--- src/rtl/picorv32_ddr3_bridge_pkg.sv ---
`timescale 1ns/1ps
`default_nettype none
// ============================================================================
// Module  : ddr3_bridge_pkg
// Brief   : Shared types and constants for the PicoRV32 to DDR3 Avalon bridge.
// Revision: 1.0 - initial release
// ============================================================================
package ddr3_bridge_pkg;

    localparam int AVL_AW   = 21;
    localparam int ADDR_MSB = 22;
    localparam int ADDR_LSB = 2;

    localparam logic [31:0] ERR_WORD_DEFAULT = 32'hDEAD_BEEF;

    typedef enum logic [2:0] {
        ST_IDLE     = 3'd0,
        ST_RD_ISSUE = 3'd1,
        ST_RD_WAIT  = 3'd2,
        ST_MERGE    = 3'd3,
        ST_WR_ISSUE = 3'd4,
        ST_DONE     = 3'd5
    } bridge_state_t;

endpackage
`default_nettype wire

--- src/rtl/picorv32_ddr3_bridge_if.sv ---
`timescale 1ns/1ps
`default_nettype none
// ============================================================================
// Module  : picorv32_ddr3_bridge_if
// Brief   : CPU native bus plus Avalon-MM command bus seen by the bridge.
// Revision: 1.0 - initial release
// ============================================================================
interface picorv32_ddr3_bridge_if;
    import ddr3_bridge_pkg::*;

    logic              mem_valid;
    logic [31:0]       mem_addr;
    logic [31:0]       mem_wdata;
    logic [3:0]        mem_wstrb;
    logic              mem_ready;
    logic [31:0]       mem_rdata;
    logic [AVL_AW-1:0] avl_address;
    logic [31:0]       avl_writedata;
    logic              avl_read;
    logic              avl_write;
    logic [31:0]       avl_readdata;
    logic              avl_readdatavalid;
    logic              init_done;
    logic              timeout_err;

    // Environment side: the CPU issuing requests and the controller answering them.
    modport master (
        output mem_valid, mem_addr, mem_wdata, mem_wstrb,
        input  mem_ready, mem_rdata,
        input  avl_address, avl_writedata, avl_read, avl_write,
        output avl_readdata, avl_readdatavalid, init_done,
        input  timeout_err
    );

    // Bridge side.
    modport slave (
        input  mem_valid, mem_addr, mem_wdata, mem_wstrb,
        output mem_ready, mem_rdata,
        output avl_address, avl_writedata, avl_read, avl_write,
        input  avl_readdata, avl_readdatavalid, init_done,
        output timeout_err
    );

endinterface
`default_nettype wire

--- src/rtl/picorv32_ddr3_bridge_wstrb_merge.sv ---
`timescale 1ns/1ps
`default_nettype none
// ============================================================================
// Module  : wstrb_merge
// Brief   : Byte-lane merge of store data over a read-back word.
// Revision: 1.0 - initial release
// ============================================================================
module wstrb_merge (
    input  logic [31:0] wdata,
    input  logic [31:0] rdata,
    input  logic [3:0]  wstrb,
    output logic [31:0] merged
);

    for (genvar i = 0; i < 4; i++) begin : g_lane
        assign merged[8*i +: 8] = wstrb[i] ? wdata[8*i +: 8] : rdata[8*i +: 8];
    end

endmodule
`default_nettype wire

--- src/rtl/picorv32_ddr3_bridge.sv ---
`timescale 1ns/1ps
`default_nettype none
// ============================================================================
// Module  : picorv32_ddr3_bridge
// Brief   : PicoRV32 native bus to word-addressed Avalon-MM, with RMW partial
//           stores and a read timeout that latches a sticky error flag.
// Revision: 1.0 - initial release
// ============================================================================
module picorv32_ddr3_bridge
    import ddr3_bridge_pkg::*;
#(
    parameter int unsigned TIMEOUT_CYCLES = 1023,
    parameter logic [31:0] ERR_WORD       = ERR_WORD_DEFAULT
) (
    input  logic                 clk,
    input  logic                 resetn,
    picorv32_ddr3_bridge_if.slave bus
);

    localparam logic [15:0] C_CNT_LAST = 16'(TIMEOUT_CYCLES - 1);

    bridge_state_t     r_state;
    logic [31:0]       r_wdata;
    logic [3:0]        r_wstrb;
    logic              r_rmw;
    logic [15:0]       r_cnt;
    logic [31:0]       r_readback;
    logic [AVL_AW-1:0] r_avl_address;
    logic [31:0]       r_avl_writedata;
    logic              r_avl_read;
    logic              r_avl_write;
    logic              r_mem_ready;
    logic [31:0]       r_mem_rdata;
    logic              r_timeout_err;
    logic [31:0]       w_merged;

    wstrb_merge u_merge (
        .wdata  (r_wdata),
        .rdata  (r_readback),
        .wstrb  (r_wstrb),
        .merged (w_merged)
    );

    always_ff @(posedge clk) begin
        if (!resetn) begin
            r_state         <= ST_IDLE;
            r_wdata         <= '0;
            r_wstrb         <= '0;
            r_rmw           <= 1'b0;
            r_cnt           <= '0;
            r_readback      <= '0;
            r_avl_address   <= '0;
            r_avl_writedata <= '0;
            r_avl_read      <= 1'b0;
            r_avl_write     <= 1'b0;
            r_mem_ready     <= 1'b0;
            r_mem_rdata     <= '0;
            r_timeout_err   <= 1'b0;
        end else begin
            // Command and completion strobes are single-cycle pulses.
            r_avl_read  <= 1'b0;
            r_avl_write <= 1'b0;
            r_mem_ready <= 1'b0;
            case (r_state)
                ST_IDLE: begin
                    if (bus.mem_valid && bus.init_done) begin
                        r_avl_address <= bus.mem_addr[ADDR_MSB:ADDR_LSB];
                        r_wdata       <= bus.mem_wdata;
                        r_wstrb       <= bus.mem_wstrb;
                        if (bus.mem_wstrb == 4'hF) begin
                            r_rmw           <= 1'b0;
                            r_avl_writedata <= bus.mem_wdata;
                            r_avl_write     <= 1'b1;
                            r_state         <= ST_WR_ISSUE;
                        end else begin
                            r_rmw      <= (bus.mem_wstrb != 4'h0);
                            r_avl_read <= 1'b1;
                            r_state    <= ST_RD_ISSUE;
                        end
                    end
                end
                ST_RD_ISSUE: begin
                    r_cnt   <= '0;
                    r_state <= ST_RD_WAIT;
                end
                ST_RD_WAIT: begin
                    // Returned data takes priority over a timeout in the same cycle.
                    if (bus.avl_readdatavalid) begin
                        if (r_rmw) begin
                            r_readback <= bus.avl_readdata;
                            r_state    <= ST_MERGE;
                        end else begin
                            r_mem_rdata <= bus.avl_readdata;
                            r_mem_ready <= 1'b1;
                            r_state     <= ST_DONE;
                        end
                    end else if (r_cnt == C_CNT_LAST) begin
                        r_mem_rdata   <= ERR_WORD;
                        r_timeout_err <= 1'b1;
                        r_rmw         <= 1'b0;
                        r_mem_ready   <= 1'b1;
                        r_state       <= ST_DONE;
                    end else begin
                        r_cnt <= r_cnt + 16'd1;
                    end
                end
                ST_MERGE: begin
                    r_avl_writedata <= w_merged;
                    r_avl_write     <= 1'b1;
                    r_state         <= ST_WR_ISSUE;
                end
                ST_WR_ISSUE: begin
                    r_mem_ready <= 1'b1;
                    r_state     <= ST_DONE;
                end
                ST_DONE: begin
                    r_state <= ST_IDLE;
                end
                default: begin
                    r_state <= ST_IDLE;
                end
            endcase
        end
    end

    assign bus.avl_address   = r_avl_address;
    assign bus.avl_writedata = r_avl_writedata;
    assign bus.avl_read      = r_avl_read;
    assign bus.avl_write     = r_avl_write;
    assign bus.mem_ready     = r_mem_ready;
    assign bus.mem_rdata     = r_mem_rdata;
    assign bus.timeout_err   = r_timeout_err;

endmodule
`default_nettype wire

--- src/flat_wrapper.sv ---
// flat-port wrapper written by rule: the top's interface ports become plain ports
module picorv32_ddr3_bridge_flat import ddr3_bridge_pkg::*;
#(
    parameter int unsigned TIMEOUT_CYCLES = 1023,
    parameter logic [31:0] ERR_WORD       = ERR_WORD_DEFAULT
)
  (clk, resetn, bus_mem_valid, bus_mem_addr, bus_mem_wdata, bus_mem_wstrb, bus_mem_ready, bus_mem_rdata, bus_avl_address, bus_avl_writedata, bus_avl_read, bus_avl_write, bus_avl_readdata, bus_avl_readdatavalid, bus_init_done, bus_timeout_err);
  picorv32_ddr3_bridge_if bus_i ();
  input  logic clk;
  input  logic resetn;
  input wire logic [$bits(bus_i.mem_valid)-1:0] bus_mem_valid;
  input wire logic [$bits(bus_i.mem_addr)-1:0] bus_mem_addr;
  input wire logic [$bits(bus_i.mem_wdata)-1:0] bus_mem_wdata;
  input wire logic [$bits(bus_i.mem_wstrb)-1:0] bus_mem_wstrb;
  output wire logic [$bits(bus_i.mem_ready)-1:0] bus_mem_ready;
  output wire logic [$bits(bus_i.mem_rdata)-1:0] bus_mem_rdata;
  output wire logic [$bits(bus_i.avl_address)-1:0] bus_avl_address;
  output wire logic [$bits(bus_i.avl_writedata)-1:0] bus_avl_writedata;
  output wire logic [$bits(bus_i.avl_read)-1:0] bus_avl_read;
  output wire logic [$bits(bus_i.avl_write)-1:0] bus_avl_write;
  input wire logic [$bits(bus_i.avl_readdata)-1:0] bus_avl_readdata;
  input wire logic [$bits(bus_i.avl_readdatavalid)-1:0] bus_avl_readdatavalid;
  input wire logic [$bits(bus_i.init_done)-1:0] bus_init_done;
  output wire logic [$bits(bus_i.timeout_err)-1:0] bus_timeout_err;
  assign bus_i.mem_valid = bus_mem_valid;
  assign bus_i.mem_addr = bus_mem_addr;
  assign bus_i.mem_wdata = bus_mem_wdata;
  assign bus_i.mem_wstrb = bus_mem_wstrb;
  assign bus_mem_ready = bus_i.mem_ready;
  assign bus_mem_rdata = bus_i.mem_rdata;
  assign bus_avl_address = bus_i.avl_address;
  assign bus_avl_writedata = bus_i.avl_writedata;
  assign bus_avl_read = bus_i.avl_read;
  assign bus_avl_write = bus_i.avl_write;
  assign bus_i.avl_readdata = bus_avl_readdata;
  assign bus_i.avl_readdatavalid = bus_avl_readdatavalid;
  assign bus_i.init_done = bus_init_done;
  assign bus_timeout_err = bus_i.timeout_err;
  picorv32_ddr3_bridge #(.TIMEOUT_CYCLES(TIMEOUT_CYCLES), .ERR_WORD(ERR_WORD)) u_core (.clk(clk), .resetn(resetn), .bus(bus_i));
endmodule
--- config.mk ---
export PLATFORM = sky130hd
export DESIGN_NAME = picorv32_ddr3_bridge_flat
export DESIGN_NICKNAME = d
export VERILOG_FILES = /design/src/rtl/picorv32_ddr3_bridge_pkg.sv /design/src/rtl/picorv32_ddr3_bridge_if.sv /design/src/rtl/picorv32_ddr3_bridge_wstrb_merge.sv /design/src/rtl/picorv32_ddr3_bridge.sv /design/src/flat_wrapper.sv
export SDC_FILE = /design/constraint.sdc
export NUM_CORES = 1
export LEC_CHECK = 0
export CORE_AREA = 3 3 149 115
export DETAILED_ROUTE_END_ITERATION = 8
export DIE_AREA = 0 0 152 118
export HOLD_SLACK_MARGIN = 0.08
export PLACE_DENSITY = 0.79
export SLEW_MARGIN = 0
export SYNTH_ARGS = -nofsm -noshare
export SYNTH_HDL_FRONTEND = slang
export SYNTH_HIERARCHICAL = 1
export SYNTH_SLANG_ARGS = --single-unit
--- constraint.sdc ---
create_clock -name clk -period 2.1 [get_ports clk]
set_input_delay 0.315 -clock clk [delete_from_list [all_inputs] [get_ports clk]]
set_output_delay 0.315 -clock clk [all_outputs]
set_load 0.01 [all_outputs]
== After elaboration in Yosys (flattened, before gate mapping) ==
Cells that the tools add are included.

* Add/sub/neg operators: 1
* Equality and inequality tests: 13
* Multiplexer cells: 32
* Bitwise gates (word level): 1
* Reduce and logical (&&, ||, !) cells: 16

{| class="wikitable"
|+ Operators by type and width
! kind !! number
|-
| $mux 32 || 5
|-
| $pmux 32 s2 || 1
|-
| $mux 16 || 2
|-
| $mux 8 || 4
|-
| $pmux 16 s2 || 1
|-
| $reduce_and 3->1 || 6
|-
| $add 16x1->16 const B || 1
|-
| $eq 16x10->1 const B || 1
|-
| $mux 3 || 5
|-
| $pmux 3 s5 || 1
|-
| $mux 1 || 10
|-
| $reduce_bool 2->1 || 4
|-
| $eq 3x2->1 const B || 2
|-
| $ne 2x1->1 const B || 3
|-
| $ne 2x2->1 const B || 3
|-
| $pmux 1 s2 || 3
|-
| $eq 4x4->1 const B || 1
|-
| $reduce_and 2->1 || 2
|-
| $reduce_and 4->1 || 1
|-
| $reduce_bool 4->1 || 1
|-
| $eq 3x1->1 const B || 1
|-
| $eq 3x3->1 const B || 1
|-
| $logic_not 3->1 || 1
|-
| $ne 3x2->1 const B || 1
|-
| other kinds (2) || 2
|}

* Flip-flop bits (word level): 177
* Bits of input ports: 105
* Word-level logic and storage cells: 76

== Longest topological paths before layout ==
Gate-level depths: netlist (run 1).

* Word-level depth: 4
* Mapped depth: 8

== Cells and area by module ==
The synthesis (run 1) kept the hierarchy.

{| class="wikitable"
|+ Modules (own cells, without submodules)
! module !! times used !! cells an instance !! area an instance (um^2) !! sequential area each (um^2)
|-
| picorv32_ddr3_bridge || 1 || 791 || 7297.0 || 3543.4
|-
| wstrb_merge || 1 || 36 || 525.5 || 0.0
|}

== Least setup slack after synthesis (run 1) ==
Ideal clock, no wire load.

* Kind: reg-to-reg
* Start point: reg u_core.r_cnt[1]
* End point: reg u_core.r_mem_rdata[27] (netlist: u_core/bus.mem_rdata[27])
* Setup time: 60 ps
* Arrival: 1649 ps
* Slack: 391 ps
* Stages on the path, launching flop included: 8
* Buffers on the path: 1
* Path through: dfxtp_1 > ha_1 > nor4b_4 > nand4_4 > o21a_4 > nor2_8 > buf_8 > o221a_1

* Word-level cells in the longest chain between the ends: 3

{| class="wikitable"
|+ RTL lines
! what !! RTL line !! source
|-
| from (decl) || picorv32_ddr3_bridge.sv:26 || <nowiki>logic [15:0] r_cnt;</nowiki>
|-
| from (signal assigned) || picorv32_ddr3_bridge.sv:104 || <nowiki>r_cnt <= r_cnt + 16'd1;</nowiki>
|-
| $eq 16x10->1 || picorv32_ddr3_bridge.sv:97 || <nowiki>end else if (r_cnt == C_CNT_LAST) begin</nowiki>
|-
| $reduce_bool 2->1 (no line) || -- ||
|-
| $reduce_and 3->1 (no line) || -- ||
|-
| to (signal assigned) || picorv32_ddr3_bridge.sv:93 || <nowiki>r_mem_rdata <= bus.avl_readdata;</nowiki>
|-
| to (decl) || picorv32_ddr3_bridge.sv:33 || <nowiki>logic [31:0] r_mem_rdata;</nowiki>
|}

Every way passes these cells.
A chain may end at the register's enable or synchronous reset.

== Worst setup path after layout (run 1) ==
* Start point: reg u_core.r_cnt[0]
* End point: reg u_core.r_mem_rdata[7] (netlist: u_core/bus.mem_rdata[7])

Same word-level chain as after synthesis.

==> results of run 1 <==
[kinds of logic (layout without fill, tap and decap cells)]
| family | count (synthesis) | after routing | share of synthesized area, % |
|---|---|---|---|
| compound gates | 211 | 211 | 21.8 |
| fa+ha+maj | 2 | 2 | 0.320 |
| buf+inv | 67 | 249 | 4.40 |
| flops | 177 | 177 | 45.3 |
| mux | 64 | 64 | 10.2 |
| simple gates | 306 | 306 | 17.9 |
[per-layer routing]
layer	vias up	track usage (%)	share of wire (%)	routed length, um
met4	0	5.90	1.2	262
met1	3112	31.0	46	9740
met2	228	36.3	45	9420
met3	19	7.94	7.6	1610
met5	-	0	0	0
li1	3245	-	-	-
[flip-flops by register name, summed over array words and instances, names as in the netlist]
name and flops:
u_core/bus.avl_write 1, u_core/r_cnt 16, u_core/bus.avl_writedata 32, u_core/r_readback 32, u_core/r_rmw 1, u_core/bus.avl_read 1, u_core/r_wdata 32, u_core/bus.mem_rdata 32
u_core/r_wstrb 4, u_core/bus.avl_address 21, u_core/r_state 3, u_core/bus.timeout_err 1, u_core/bus.mem_ready 1
[worst max-delay path: cells and delay by family (launching register included)]
kind	cells	cell delay (ns)
AOI/OAI and AO/OA	2	0.50
DFF	1	0.31
adders and majority gates	1	0.20
and+or+nand+nor	3	0.62
buffers and inverters	2	0.22
[stage by stage]
stage	total power, mW	hold WS, ns
2_1_floorplan	3.98	0.435
3_3_place_gp	4.40	0.440
3_5_place_dp	4.41	0.447
4_1_cts	7.63	0.305
5_1_grt	7.84	0.329
6_report	7.57	0.322
[path summary, 6_finish.rpt]
path                                      startpoint                      end  slack (ns)  cells past startpoint
worst min register to register  u_core/r_readback[9]     u_core/r_readback[9]        0.45                      2
worst max-delay path                 u_core/r_cnt[0]  u_core/bus.mem_rdata[7]        0.17                      8
worst max register to register       u_core/r_cnt[0]  u_core/bus.mem_rdata[7]        0.17                      8
worst min-delay path                          resetn   u_core/bus.timeout_err        0.32                      2
[synth_stat cells, types with 3 or more instances]
master	instances
a21boi_0	68
a21boi_1	37
a21oi_1	6
a31oi_1	3
and3_1	5
buf_2	20
buf_4	4
buf_6	4
clkbuf_1	31
dfxtp_1	177
inv_1	4
mux2_4	32
mux2i_1	32
nand2_1	235
nand3_1	18
nand3b_1	4
nor2_1	9
nor3_1	6
nor4_1	3
o211a_1	32
o21ai_0	19
o21ai_1	3
o221a_1	20
o221a_2	6
o31a_1	4
o31ai_1	3
[power by group through the flow]
stage,logic [mW],registers (mW),clock network [mW]
after CTS,0.804,3.54,3.29
final,0.803,3.54,3.22
after global routing,0.875,3.55,3.42
after detailed placement,0.797,3.61,0
after floorplan,0.376,3.60,0
after global placement,0.792,3.61,0
[cell type report]
| cell class | count | area, um^2 |
|---|---|---|
| well taps | 210 | 263 |
| repair buffers | 213 | 2180 |
| clock buffers | 18 | 439 |
| fillers | 1275 | 5250 |
| flip-flops and latches | 177 | 3540 |
| multi-input cells | 583 | 3970 |
| inverters | 4 | 15.0 |
| clock inverters | 14 | 164 |
==> results.toml, run 1 <==
[critical_path]
max_stage_delay_ns = 0.32
critPathLaunchType = "flop"
cp.required_ns = 2.46
critical_path_class = "reg2reg"
end_kind = "flop"
crit_fanout = 13
cp.arrival_ns = 2.29
slowest_stage = "o21a_4"
worstPathCellList = "inv_1 > ha_1 > nor4b_4 > nand4_4 > o21a_4 > nor2_8 > buf_12 > o221a_1"

[clock_tree]
path_clk_slew_ns = 0.07
postCtsHoldBufs = 0
post_cts_buffers = 0
cts.repair.resized = 0
clk_path_buf_depth = 2
cts_tree = "done"
worstSkewPairLatency_ns = 0.43
htreeDepth = 4
cts_buffers = 17
cts.sinks = 177
clockRootBuffer = "clkbuf_16"

[pwr]
power_frac_comb_pct = 10.6
p_int_mw = 5.79
peakVddDrop_uv = 487
clkPwrFrac_pct = 42.6
p_per_area_nw_per_um2 = 716
p_seq_share_pct = 46.8
switching_share_pct = 23.5
power.net_switching_mw = 1.78
power.leakage_nw = 4.37

[floorplan]
core-area_um2 = 15800
start_util_pct = 49.5
die_h_um = 118
ios = 194
die_w_um = 152
die-area_um2 = 17900
num_rows = 40

[global_routing]
grt_first_pass_wirelength_um = 34200
grt_max_degree = 66
grt_util_all_layers_pct = 23.2
antenna_found_initial = 0
grt_pass1_vias = 6473
grt_overflow = 0

[route]
via_per_inst = 5.42
ant_nets = 0
drt-total-wl_um = 21000
drtPass1Iterations = 5
drc = 0
avgRoutedWirePerCell_um = 17.2
vias = 6604
drtIter0Drc = 457

[logic_synthesis]
ys_seq_area_share_pct = 45.3
ys.flop_type = "dfxtp_1"
synth_seq_cells = 177
syn_area_um2 = 7820
synth_top_area_cell = "dfxtp_1"
yosysTopAreaCellShare_pct = 45.3
syn-num-nets = 934
synthArstFlopShare_pct = 0
synthDistinctLibCells = 58
ys_warn_count = 6
postSynthAreaPerCell_um2 = 9.46
synth_edf_count = 0
postSynthCellCount = 827
synth.area.top_cells = "dfxtp_1, nand2_1, a21boi_0"

[layout]
syn_to_final_growth_pct = 35.1
n_antenna_cell = 0
final_util_pct = 66.8
fin_area_um2 = 10600
drive_gt1_share_pct = 12.0
mostFrequentLayoutCells = "nand2_1, clkdlybuf4s50_1, dfxtp_1"
final_common_cell = "nand2_1"
fin_nets = 1103
layout.cells.non_filler = 1219

[flow_run]
cap_violations = 0

[timing]
rsz0062_at_grt = "no"
period_minus_slack_ns = 1.93
fmax_mhz = 519
setup_viol = 0
slew_headroom_pct = 56.1
layout_setup_ws_ns = 0.172
hold_viol = 0
tightestPinTransition_ns = 0.657
timing.final.crit_share_pct = 91.8
drv_slew = 0
finalSetupTns_ns = 0
fin_skew_ns = 0.0137

[status]
status = "completed"

[place]
dp_hpwl_um = 14400
routabilityCongestion = 0.906
postPlaceCellArea_um2 = 9960
dp_slack_ns = 0.0876
numPortBuffers = 182
placedCellCount = 1187

[worst_hold_path]
hp-class = "in2reg"
No activity file was read; power rests on OpenSTA's default activity.
==> inputs of run 2 (changes only) <==
--- a/config.mk
+++ b/config.mk
@@ -8,7 +8,6 @@
 export CORE_AREA = 3 3 149 115
 export DETAILED_ROUTE_END_ITERATION = 8
 export DIE_AREA = 0 0 152 118
-export HOLD_SLACK_MARGIN = 0.08
 export PLACE_DENSITY = 0.79
 export SLEW_MARGIN = 0
 export SYNTH_ARGS = -nofsm -noshare
==> results of run 2 <==
Final layout, timing and power as in run 1 (identical DEF).
